$ cat config.mk
export PLATFORM = sky130hd
export DESIGN_NAME = rambus_arbiter
export DESIGN_NICKNAME = d
export VERILOG_FILES = /design/src/rtl/rambus_pkg.sv /design/src/rtl/rambus_arb_pick.sv /design/src/rtl/rambus_arbiter.sv
export SDC_FILE = /design/constraint.sdc
export NUM_CORES = 1
export LEC_CHECK = 0
export BUFFER_PORTS_ARGS = -buffer_cell sky130_fd_sc_hd__buf_2
export CAP_MARGIN = 20
export CORE_MARGIN = 5
export CORE_UTILIZATION = 49
export CTS_CLUSTER_SIZE = 20
export DETAILED_ROUTE_END_ITERATION = 12
export PLACE_DENSITY = 0.94
export SETUP_SLACK_MARGIN = 0.15
export SYNTH_ARGS = -nofsm -noshare
export SYNTH_HDL_FRONTEND = slang
export SYNTH_SLANG_ARGS = --single-unit
export TNS_END_PERCENT = 5
$ cat constraint.sdc
create_clock -name clock -period 8.5 [get_ports clock]
set_clock_uncertainty 0.05 [all_clocks]
set_input_delay 0.425 -clock clock [delete_from_list [all_inputs] [get_ports clock]]
set_output_delay 0.425 -clock clock [all_outputs]
set_load 0.02 [all_outputs]
$ cat src/rtl/rambus_pkg.sv
// Shared definitions for the two-requester RAM arbiter: default widths,
// FSM state encoding and requester identity.
package rambus_pkg;

  localparam int ADDR_W_DEF = 10;
  localparam int DATA_W_DEF = 32;

  typedef enum logic [1:0] {
    ST_IDLE   = 2'd0,
    ST_ACCESS = 2'd1,
    ST_RESP   = 2'd2
  } state_e;

  typedef enum logic {
    ID_HOST = 1'b0,
    ID_CORE = 1'b1
  } req_id_e;

  // grant bus is {core,host}
  function automatic logic [1:0] id_onehot(input req_id_e id);
    return (id == ID_CORE) ? 2'b10 : 2'b01;
  endfunction

endpackage

$ cat src/rtl/rambus_arb_pick.sv
// Two-way winner select. Round-robin with a last-grant register by default;
// with RAMBUS_ARB_HOST_PRIORITY_EN defined the host always wins and no pointer exists.
module rambus_arb_pick
  import rambus_pkg::*;
(
  input  logic    clock,
  input  logic    reset,
  input  logic    h_req,
  input  logic    c_req,
  input  logic    take,
  output req_id_e win
);

`ifdef RAMBUS_ARB_HOST_PRIORITY_EN
  logic unused_pick;
  assign unused_pick = ^{clock, reset, take, c_req};

  always_comb begin
    win = h_req ? ID_HOST : ID_CORE;
  end
`else
  req_id_e last_q, last_d;

  always_comb begin
    win = h_req ? ID_HOST : ID_CORE;
    if (h_req && c_req) begin
      win = (last_q == ID_CORE) ? ID_HOST : ID_CORE;
    end
    last_d = take ? win : last_q;
  end

  // Core counts as last-granted out of reset so the host wins the first tie.
  always_ff @(posedge clock or posedge reset) begin
    if (reset) last_q <= ID_CORE;
    else       last_q <= last_d;
  end
`endif

endmodule

$ cat src/rtl/rambus_arbiter.sv
// Arbitrates a host and a core requester onto one RAM port; one access per 3 cycles.
// Tie-break is round-robin unless RAMBUS_ARB_HOST_PRIORITY_EN is defined (host priority).
module rambus_arbiter
  import rambus_pkg::*;
#(
  parameter  int ADDR_W = ADDR_W_DEF,
  parameter  int DATA_W = DATA_W_DEF,
  localparam int SEL_W  = DATA_W / 8
) (
  input  logic              clock,
  input  logic              reset,
  input  logic              h_cyc,
  input  logic              h_stb,
  input  logic              h_we,
  input  logic [ADDR_W-1:0] h_addr,
  input  logic [DATA_W-1:0] h_dat_i,
  input  logic [SEL_W-1:0]  h_sel,
  output logic              h_ack,
  output logic [DATA_W-1:0] h_dat_o,
  input  logic              c_cyc,
  input  logic              c_stb,
  input  logic              c_we,
  input  logic [ADDR_W-1:0] c_addr,
  input  logic [DATA_W-1:0] c_dat_i,
  input  logic [SEL_W-1:0]  c_sel,
  output logic              c_ack,
  output logic [DATA_W-1:0] c_dat_o,
  output logic              ram_en,
  output logic              ram_we,
  output logic [ADDR_W-1:0] ram_addr,
  output logic [DATA_W-1:0] ram_wdata,
  output logic [SEL_W-1:0]  ram_sel,
  input  logic [DATA_W-1:0] ram_rdata,
  output logic [1:0]        grant,
  output state_e            dbg_state
);

  state_e            state_q, state_d;
  req_id_e           own_q, own_d;
  logic              we_q, we_d;
  logic [1:0]        grant_q, grant_d;
  logic              ram_en_q, ram_en_d, ram_we_q, ram_we_d;
  logic [ADDR_W-1:0] ram_addr_q, ram_addr_d;
  logic [DATA_W-1:0] ram_wdata_q, ram_wdata_d;
  logic [SEL_W-1:0]  ram_sel_q, ram_sel_d;
  logic              h_ack_q, h_ack_d, c_ack_q, c_ack_d;
  logic [DATA_W-1:0] h_dat_q, h_dat_d, c_dat_q, c_dat_d;

  logic    h_req, c_req, take;
  req_id_e win;

  assign h_req = h_cyc & h_stb;
  assign c_req = c_cyc & c_stb;

  rambus_arb_pick u_pick (
    .clock (clock),
    .reset (reset),
    .h_req (h_req),
    .c_req (c_req),
    .take  (take),
    .win   (win)
  );

  always_comb begin
    state_d     = state_q;
    own_d       = own_q;
    we_d        = we_q;
    grant_d     = grant_q;
    ram_en_d    = 1'b0;
    ram_we_d    = 1'b0;
    ram_addr_d  = '0;
    ram_wdata_d = '0;
    ram_sel_d   = '0;
    h_ack_d     = 1'b0;
    c_ack_d     = 1'b0;
    take        = 1'b0;
    unique case (state_q)
      ST_IDLE: begin
        if (h_req || c_req) begin
          take        = 1'b1;
          own_d       = win;
          we_d        = (win == ID_CORE) ? c_we : h_we;
          grant_d     = id_onehot(win);
          ram_en_d    = 1'b1;
          ram_we_d    = we_d;
          ram_addr_d  = (win == ID_CORE) ? c_addr  : h_addr;
          ram_wdata_d = (win == ID_CORE) ? c_dat_i : h_dat_i;
          ram_sel_d   = (win == ID_CORE) ? c_sel   : h_sel;
          state_d     = ST_ACCESS;
        end
      end
      // The RAM cycle has already been issued; an owner that abandoned cyc gets no ack.
      ST_ACCESS: begin
        h_ack_d = (own_q == ID_HOST) && h_cyc;
        c_ack_d = (own_q == ID_CORE) && c_cyc;
        state_d = ST_RESP;
      end
      ST_RESP: begin
        grant_d = 2'b00;
        state_d = ST_IDLE;
      end
      default: begin
        grant_d = 2'b00;
        state_d = ST_IDLE;
      end
    endcase
  end

  // Read data arrives from the RAM's output register during the ack cycle and is held afterwards.
  assign h_dat_o = (h_ack_q && !we_q) ? ram_rdata : h_dat_q;
  assign c_dat_o = (c_ack_q && !we_q) ? ram_rdata : c_dat_q;
  assign h_dat_d = h_dat_o;
  assign c_dat_d = c_dat_o;

  always_ff @(posedge clock or posedge reset) begin
    if (reset) begin
      state_q     <= ST_IDLE;
      own_q       <= ID_HOST;
      we_q        <= 1'b0;
      grant_q     <= 2'b00;
      ram_en_q    <= 1'b0;
      ram_we_q    <= 1'b0;
      ram_addr_q  <= '0;
      ram_wdata_q <= '0;
      ram_sel_q   <= '0;
      h_ack_q     <= 1'b0;
      c_ack_q     <= 1'b0;
      h_dat_q     <= '0;
      c_dat_q     <= '0;
    end else begin
      state_q     <= state_d;
      own_q       <= own_d;
      we_q        <= we_d;
      grant_q     <= grant_d;
      ram_en_q    <= ram_en_d;
      ram_we_q    <= ram_we_d;
      ram_addr_q  <= ram_addr_d;
      ram_wdata_q <= ram_wdata_d;
      ram_sel_q   <= ram_sel_d;
      h_ack_q     <= h_ack_d;
      c_ack_q     <= c_ack_d;
      h_dat_q     <= h_dat_d;
      c_dat_q     <= c_dat_d;
    end
  end

  assign ram_en    = ram_en_q;
  assign ram_we    = ram_we_q;
  assign ram_addr  = ram_addr_q;
  assign ram_wdata = ram_wdata_q;
  assign ram_sel   = ram_sel_q;
  assign h_ack     = h_ack_q;
  assign c_ack     = c_ack_q;
  assign grant     = grant_q;
  assign dbg_state = state_q;

endmodule

After elaboration in Yosys (flattened, before gate mapping)
Cells that the tools add are included.
W data, S select, Z words.
- register bits after elaboration: 121
- output and inout bits: 118
- word-level logic and storage cells: 56
- input port bits: 132
- reductions and logical operators: 10
- bitwise gates (word level): 4
- eq/ne operators: 2
- muxes and demuxes: 26
- operators by type and width (cell ; number):
    $mux W32 ; 5
    $mux W10 ; 3
    $mux W4 ; 3
    $mux W1 ; 10
    $pmux W2 S2 ; 2
    $mux W2 ; 3
    $logic_and A1 B1 Y1 ; 5
    $reduce_and A2 Y1 ; 2
    $and A1 B1 Y1 ; 2
    $eq A2 B1 Y1 const B ; 1
    $logic_not A2 Y1 ; 1
    $ne A2 B2 Y1 const B ; 1
    $not A1 Y1 ; 2
    $logic_not A1 Y1 ; 1
    $logic_or A1 B1 Y1 ; 1

Depth between registers and ports, before layout
Gate-level depths: netlist of run 1.
- depth after elaboration: 6
- depth in mapped cells: 6
- mapped depth without buffers: 3

Hierarchy
A second synthesis of run 1 with hierarchy kept.
- cells, all modules: 328
- area, all modules: 5046.1 µm²
- by module, submodules not included (module ; instances ; cells an instance ; area each (µm²)):
    rambus_arbiter ; 1 ; 322 ; 4988.5
    rambus_arb_pick ; 1 ; 6 ; 57.6

Least setup slack after synthesis of run 1
No wires, ideal clock.
- kind: register to output
- start: register h_ack_q, in the netlist h_ack
- end: output port h_dat_o[11]
- data arrival time: 1.250 ns
- stages on the path, launching flop included: 4
- data required time: 8.025 ns
- setup slack: 6.775 ns
- path through: dfrtp_1 > nand2_1 > buf_2 > mux2_1
- longest elaborated chain between the ends: 2
- ends and longest elaborated chain (item ; line ; RTL):
    from (decl) ; rambus_arbiter.sv:46 ; logic h_ack_q, h_ack_d, c_ack_q, c_ack_d;
    from (signal assigned) ; rambus_arbiter.sv:140 ; h_ack_q <= h_ack_d;
    $logic_and A1 B1 Y1 ; rambus_arbiter.sv:110 ; assign h_dat_o = (h_ack_q && !we_q) ? ram_rdata : h_dat_q;
    $mux W32 ; rambus_arbiter.sv:110 ;
    to (decl) ; rambus_arbiter.sv:19 ; output logic [DATA_W-1:0] h_dat_o,
Every way passes these cells.

Worst setup path after layout of run 1
- start: register h_ack_q, in the netlist h_ack
- end: output port h_dat_o[14]
The elaborated chain is that of the path after synthesis.

==> impl_metrics.toml, run 1 <==
[sta]
tightest_slew_ps = 1050
relSlewSlack_pct = 30.2
min_period_over_period_pct = 28.9
rsz0062_at_grt = "no"
setup_violations = 0
totalNegativeSetupSlack_ps = 0
whs_ps = 110
layout_setup_ws_ps = 6040
layout_min_cycle_time_ps = 2460
slew_violations = 0
hold_viol = 0
fmax_mhz = 407

[worst_setup_path]
crit_start = "h_ack"
critical-path-top-delay-family = "buffers and inverters"
worstPathCellList = "nand2_1 -> buf_4 -> mux2_1 -> buf_2"
end_kind = "primary output"
critPathMaxFanout = 32
required_ps = 8030
arrival_ps = 1980
reg2reg_from = "u_pick.last_q"
critPathKind = "flop to primary output"
start_kind = "flop"
cp_slowest_cell = "dfrtp_1"
path_buf_inv = 2
critPathMaxStageDelay_ps = 410

[layout]
nets = 759
multiInputGateArea_mm2 = 0.00175
fillers = 706
seqCellArea_mm2 = 0.00303
area_growth_pct = 38.4
drive_above_1_share_pct = 59.1
antennaDiodeCount = 0

[run]
max-cap-violations = 0

[placed_design]
pre_cts_slack_ps = 6160
dp_hpwl_um = 10100
gp_congestion = 0.856
portBuffers = 249

[synthesis]
netlist_area_mm2 = 0.00501
synthTopCellsByArea = "dfrtp_1, mux2_2, nand3_1, a21oi_1, nand3_2"
synth_area_leader_cell = "dfrtp_1"
synth_nets = 517
ys_async_sr_fraction_pct = 100
yosys.cell_types.count = 31
yosys.cell_count.top_type = "dfrtp_1"
synth_edf_count = 0
ys_warn_count = 0
ys_seq_area_share_pct = 60.4
synth_ff_type = "dfrtp_1"
synthesis.instances = 385
yosysTopAreaCellShare_pct = 59.9
ys_seq_elements = 121
ys_top_cells_by_count = "dfrtp_1, nand3_1, mux2_2, a21oi_1, buf_2"
synth_area_per_cell_um2 = 13.0

[clocking]
path_clk_slew_ps = 60
h-tree-depth = 4
cts_tree = "built"
cts-buffers-inserted = 17
postCtsResizedCells = 0
cts.path.max_buffers = 2
clkSinkCount = 121
clock_latency_ps = 500
root_buffer = "clkbuf_8"

[routing]
viasPerCell = 5.22
antenna_left = 0
route.detailed.drc = 0
drt_pass1_iterations = 4
dr_total_vias = 4053
routed_wl_um = 14300
routedWlPerCell_um = 18.4
drt-initial-drc-count = 306

[power]
p_leak_nw = 3.45
power_density_mw_per_mm2 = 343
ir_drop_mv = 0.169
total_power_w = 0.00238

[global_route]
overflow = 0
grt_pass1_wl_um = 22900
grt_pass1_vias = 4351
grt_max_degree = 69
track_usage_pct = 23.3
antenna_found_initial = 0

[outcome]
status = "completed"

[floorplanning]
coreArea_mm2 = 0.0101
core.rowCount = 37
initial_core_util_pct = 49.5
dieArea_mm2 = 0.0124
fp.dieW_um = 111
die_height_um = 111
io_pins = 250

[min_path]
min-delay-start = "c_dat_i[11]"
hp-class = "input pin to flop"
-- timing repair --
item	in CTS	in global routing
setup buffers	0	0
endpoints found under the hold margin	53	0
hold buffers	1	0
-- routing by layer --
metal / GRT usage, % / share of wire [%]
met1: 28.6 / 39
met2: 39.9 / 53
met3: 7.15 / 7.3
met4: 6.24 / 1.2
met5: 0 / 0
-- logic make-up (layout without fill, tap and decap cells) --
| kind of cell | count (synthesis) | count (layout) | share of synthesized area (%) |
|---|---|---|---|
| and+or+nand+nor | 109 | 109 | 13.3 |
| buffers and inverters | 35 | 290 | 4.94 |
| AOI/OAI and AO/OA | 56 | 56 | 6.96 |
| DFF | 121 | 121 | 60.4 |
| muxes | 64 | 64 | 14.4 |
-- report_power, final --
group | switching [W] | internal (W)
sequential | 0.0000555 | 0.000761
combinational | 0.000513 | 0.000298
clock | 0.000260 | 0.000494
total | 0.000828 | 0.00155
-- cells in the final DEF (no fill, tap or decap) --
cell and instances:
mux2_1 13, buf_4 3, nand3_2 20, buf_2 249, clkinvlp_4 3, clkbuf_8 3, dfstp_2 1, and3b_1 1
nand3b_2 1, inv_4 1, clkinv_2 1, inv_6 2, clkbuf_16 16, nand3b_1 1, nand3b_4 1, or2_2 1
mux2_2 51, bufinv_16 4, dfrtp_1 120, inv_2 1, o22ai_1 1, a21oi_4 1, nor2b_1 1, nor2_1 1
a21oi_2 10, and3_1 2, and2_2 2, dlygate4sd3_1 1, buf_16 2, clkinv_4 3, buf_12 1, nand3_1 73
a32oi_2 1, o21ai_0 2, nand2_1 5, a21oi_1 39, o22a_1 2
-- layout make-up --
cell class | instances | area share [%]
Clock inverter | 13 | 2.76
Clock buffer | 19 | 6.36
Timing Repair Buffer | 256 | 19.5
Tap cell | 136 | 2.45
Multi-Input combinational cell | 229 | 25.1
Sequential cell | 121 | 43.6
Inverter | 2 | 0.144
-- state kept, by name, summed over array words and instances, names as in the netlist --
name,count
c_ack,1
c_dat_q,32
dbg_state,2
grant,2
h_ack,1
h_dat_q,32
own_q,1
ram_addr,10
ram_en,1
ram_sel,4
ram_wdata,32
ram_we,1
u_pick.last_q,1
we_q,1
-- worst paths after layout --
path	to	slack, ps	cells after the start
max	h_dat_o[14]	6040	4
min	ram_wdata[11]	110	3
max reg2reg	we_q	6590	4
min reg2reg	h_dat_q[6]	440	1
max in group asynchronous	ram_sel[1]	6560	4
min in group asynchronous	c_dat_q[11]	520	3
-- stage by stage --
step           cells  instance area, µm²  utilization, %
3_5_place_dp     740                6220            61.4
2_1_floorplan    385                5010               -
4_1_cts          773                6870            67.7
3_3_place_gp     740                6220            61.4
5_1_grt          776                6940            68.5
6_report         776                6940            68.5
-- worst register-to-register path, cell delays in order, from the launching register on --
cell     delay, ps
dfstp_2        550
nand3_2        470
buf_16         390
a32oi_2        200
o22ai_1        110
Note: power is estimated with default switching activity, not from simulation.
==> run 2, diff against run 1 <==
--- a/config.mk
+++ b/config.mk
@@ -8,10 +8,10 @@
 export BUFFER_PORTS_ARGS = -buffer_cell sky130_fd_sc_hd__buf_2
 export CAP_MARGIN = 20
 export CORE_MARGIN = 5
-export CORE_UTILIZATION = 49
+export CORE_UTILIZATION = 41
 export CTS_CLUSTER_SIZE = 20
 export DETAILED_ROUTE_END_ITERATION = 12
-export PLACE_DENSITY = 0.94
+export PLACE_DENSITY = 0.85
 export SETUP_SLACK_MARGIN = 0.15
 export SYNTH_ARGS = -nofsm -noshare
 export SYNTH_HDL_FRONTEND = slang
==> constraint.sdc (replaced) <==
create_clock -name clock -period 2 [get_ports clock]
set_clock_uncertainty 0.05 [all_clocks]
set_input_delay 0.1 -clock clock [delete_from_list [all_inputs] [get_ports clock]]
set_output_delay 0.1 -clock clock [all_outputs]
set_load 0.02 [all_outputs]
==> run 2 against run 1 <==
Net effect:
- critical path type unchanged
- flip-flop and latch count is the same
- combinational power grew to 4.6 times the previous value
- clock-buffer cell count grew 2
- largest power group is now combinational logic
==> impl_metrics.toml, run 2 (synthesis gave the netlist of run 1 again) <==
[clocking]
root_buffer = "clkbuf_16"
cts-buffers-inserted = 17
cts_tree = "built"
cts.path.max_buffers = 2
clkSinkCount = 121
h-tree-depth = 4
path_clk_slew_ps = 50
clock_latency_ps = 410

[sta]
setup_violations = 0
layout_setup_ws_ps = 181
rsz0062_at_grt = "yes"
hold_viol = 0
slew_violations = 0
relSlewSlack_pct = 57.2
fmax_mhz = 550
layout_min_cycle_time_ps = 1820
totalNegativeSetupSlack_ps = 0
tightest_slew_ps = 642
min_period_over_period_pct = 90.9

[floorplanning]
core.rowCount = 40
dieArea_mm2 = 0.0145
coreArea_mm2 = 0.0120
initial_core_util_pct = 41.8
fp.dieW_um = 121
die_height_um = 121
io_pins = 250

[global_route]
grt_pass1_wl_um = 27300
grt_pass1_vias = 5293
antenna_found_initial = 1
overflow = 0
grt_max_degree = 122
track_usage_pct = 24.4

[worst_setup_path]
required_ps = 1850
start_kind = "flop"
worstRegToRegCells = 4
critPathMaxFanout = 16
end_kind = "primary output"
arrival_ps = 1670
critPathKind = "flop to primary output"

[routing]
viasPerCell = 5.30
dr_total_vias = 4884
routedWlPerCell_um = 19.5
route.detailed.drc = 0
drt_pass1_iterations = 5
routed_wl_um = 18000
drt-initial-drc-count = 367
antenna_left = 0

[layout]
final_common_cell = "buf_2"
area_growth_pct = 65.5
final_cell_area_mm2 = 0.00830
final_cell_mix = "buf_2, dlygate4sd3_1, dfrtp_1"
drive_above_1_share_pct = 49.8
nets = 894
fillers = 787
layoutNonFillerInstCount = 921

[power]
ir_drop_mv = 0.692
p_leak_nw = 4.02
power_density_mw_per_mm2 = 1210

[placed_design]
portBuffers = 249
dp_hpwl_um = 9940
placed_cell_area_mm2 = 0.00637
pre_cts_slack_ps = 381
gp_congestion = 0.780
dp.cells = 758

[run]
max-cap-violations = 0

[min_path]
whs_path_depth = 3
hp-class = "input pin to flop"

[outcome]
status = "completed"
## run 2: cell count changes in the layout (fill, tap and decap cells not counted), sizes merged
cell,change
dlygate4sd3,+127
buf,+7
clkbuf,+3
inv,-3
bufinv,-2
clkinv,+1
diode,+1
## run 2: what timing repair did
| action | CTS | global route |
|---|---|---|
| hold endpoints to repair | 234 | 0 |
| hold buffers | 128 | 0 |
| cloned | 1 | 2 |
| buffers inserted | 0 | 1 |
| resized for setup | 3 | 4 |
| endpoints found under the setup margin | 31 | 54 |
## run 2: where the power goes
| group | internal [W] | switching (W) | total [W] |
|---|---|---|---|
| clock | 0.00187 | 0.00102 | 0.00289 |
| combinational | 0.00146 | 0.00225 | 0.00371 |
| sequential | 0.00324 | 0.000224 | 0.00346 |
## run 2: final timing paths
kind,startpoint,to,slack (ps)
min in group asynchronous,reset,h_dat_q[26],350
max in group asynchronous,reset,dbg_state[0],1060
min,h_stb,dbg_state[0],40
max reg2reg,u_pick.last_q,ram_wdata[15],390
max,we_q,h_dat_o[11],180
min reg2reg,h_dat_q[6],h_dat_q[6],440
## run 2: stage by stage
step | util [%] | hold slack, ps | power [W]
after global routing | 69.1 | 31.3 | 0.0105
after floorplan | - | 176 | 0.00567
after CTS | 68.6 | 2.41 | 0.0101
after global placement | 53.0 | 270 | 0.00677
after detailed placement | 53.0 | 296 | 0.00692
final | 69.1 | 36.0 | 0.0101
## run 2: cell type report
cell class | count | area [µm²] | share of cell area (%)
clock inverter | 9 | 100 | 1.21
timing repair buffer | 391 | 2750 | 33.1
clock buffer | 21 | 460 | 5.55
antenna | 1 | 2.50 | 0.0302
tap | 147 | 184 | 2.22
multi-input combinational | 229 | 1760 | 21.2
sequential | 121 | 3030 | 36.5
inverter | 2 | 11.3 | 0.136
## run 2: routing by layer
| metal | routed length, µm | track usage (%) |
|---|---|---|
| met5 | 0 | 0 |
| met1 | 6130 | 25.5 |
| met4 | 1110 | 16.4 |
| met3 | 1330 | 7.48 |
| met2 | 9380 | 42.1 |
## run 2: critical path, stage by stage (launching register included)
cell,delay (ps)
dfrtp_1,370
inv_2,110
nand2_4,90
buf_12,170
mux2_1,350
buf_2,170
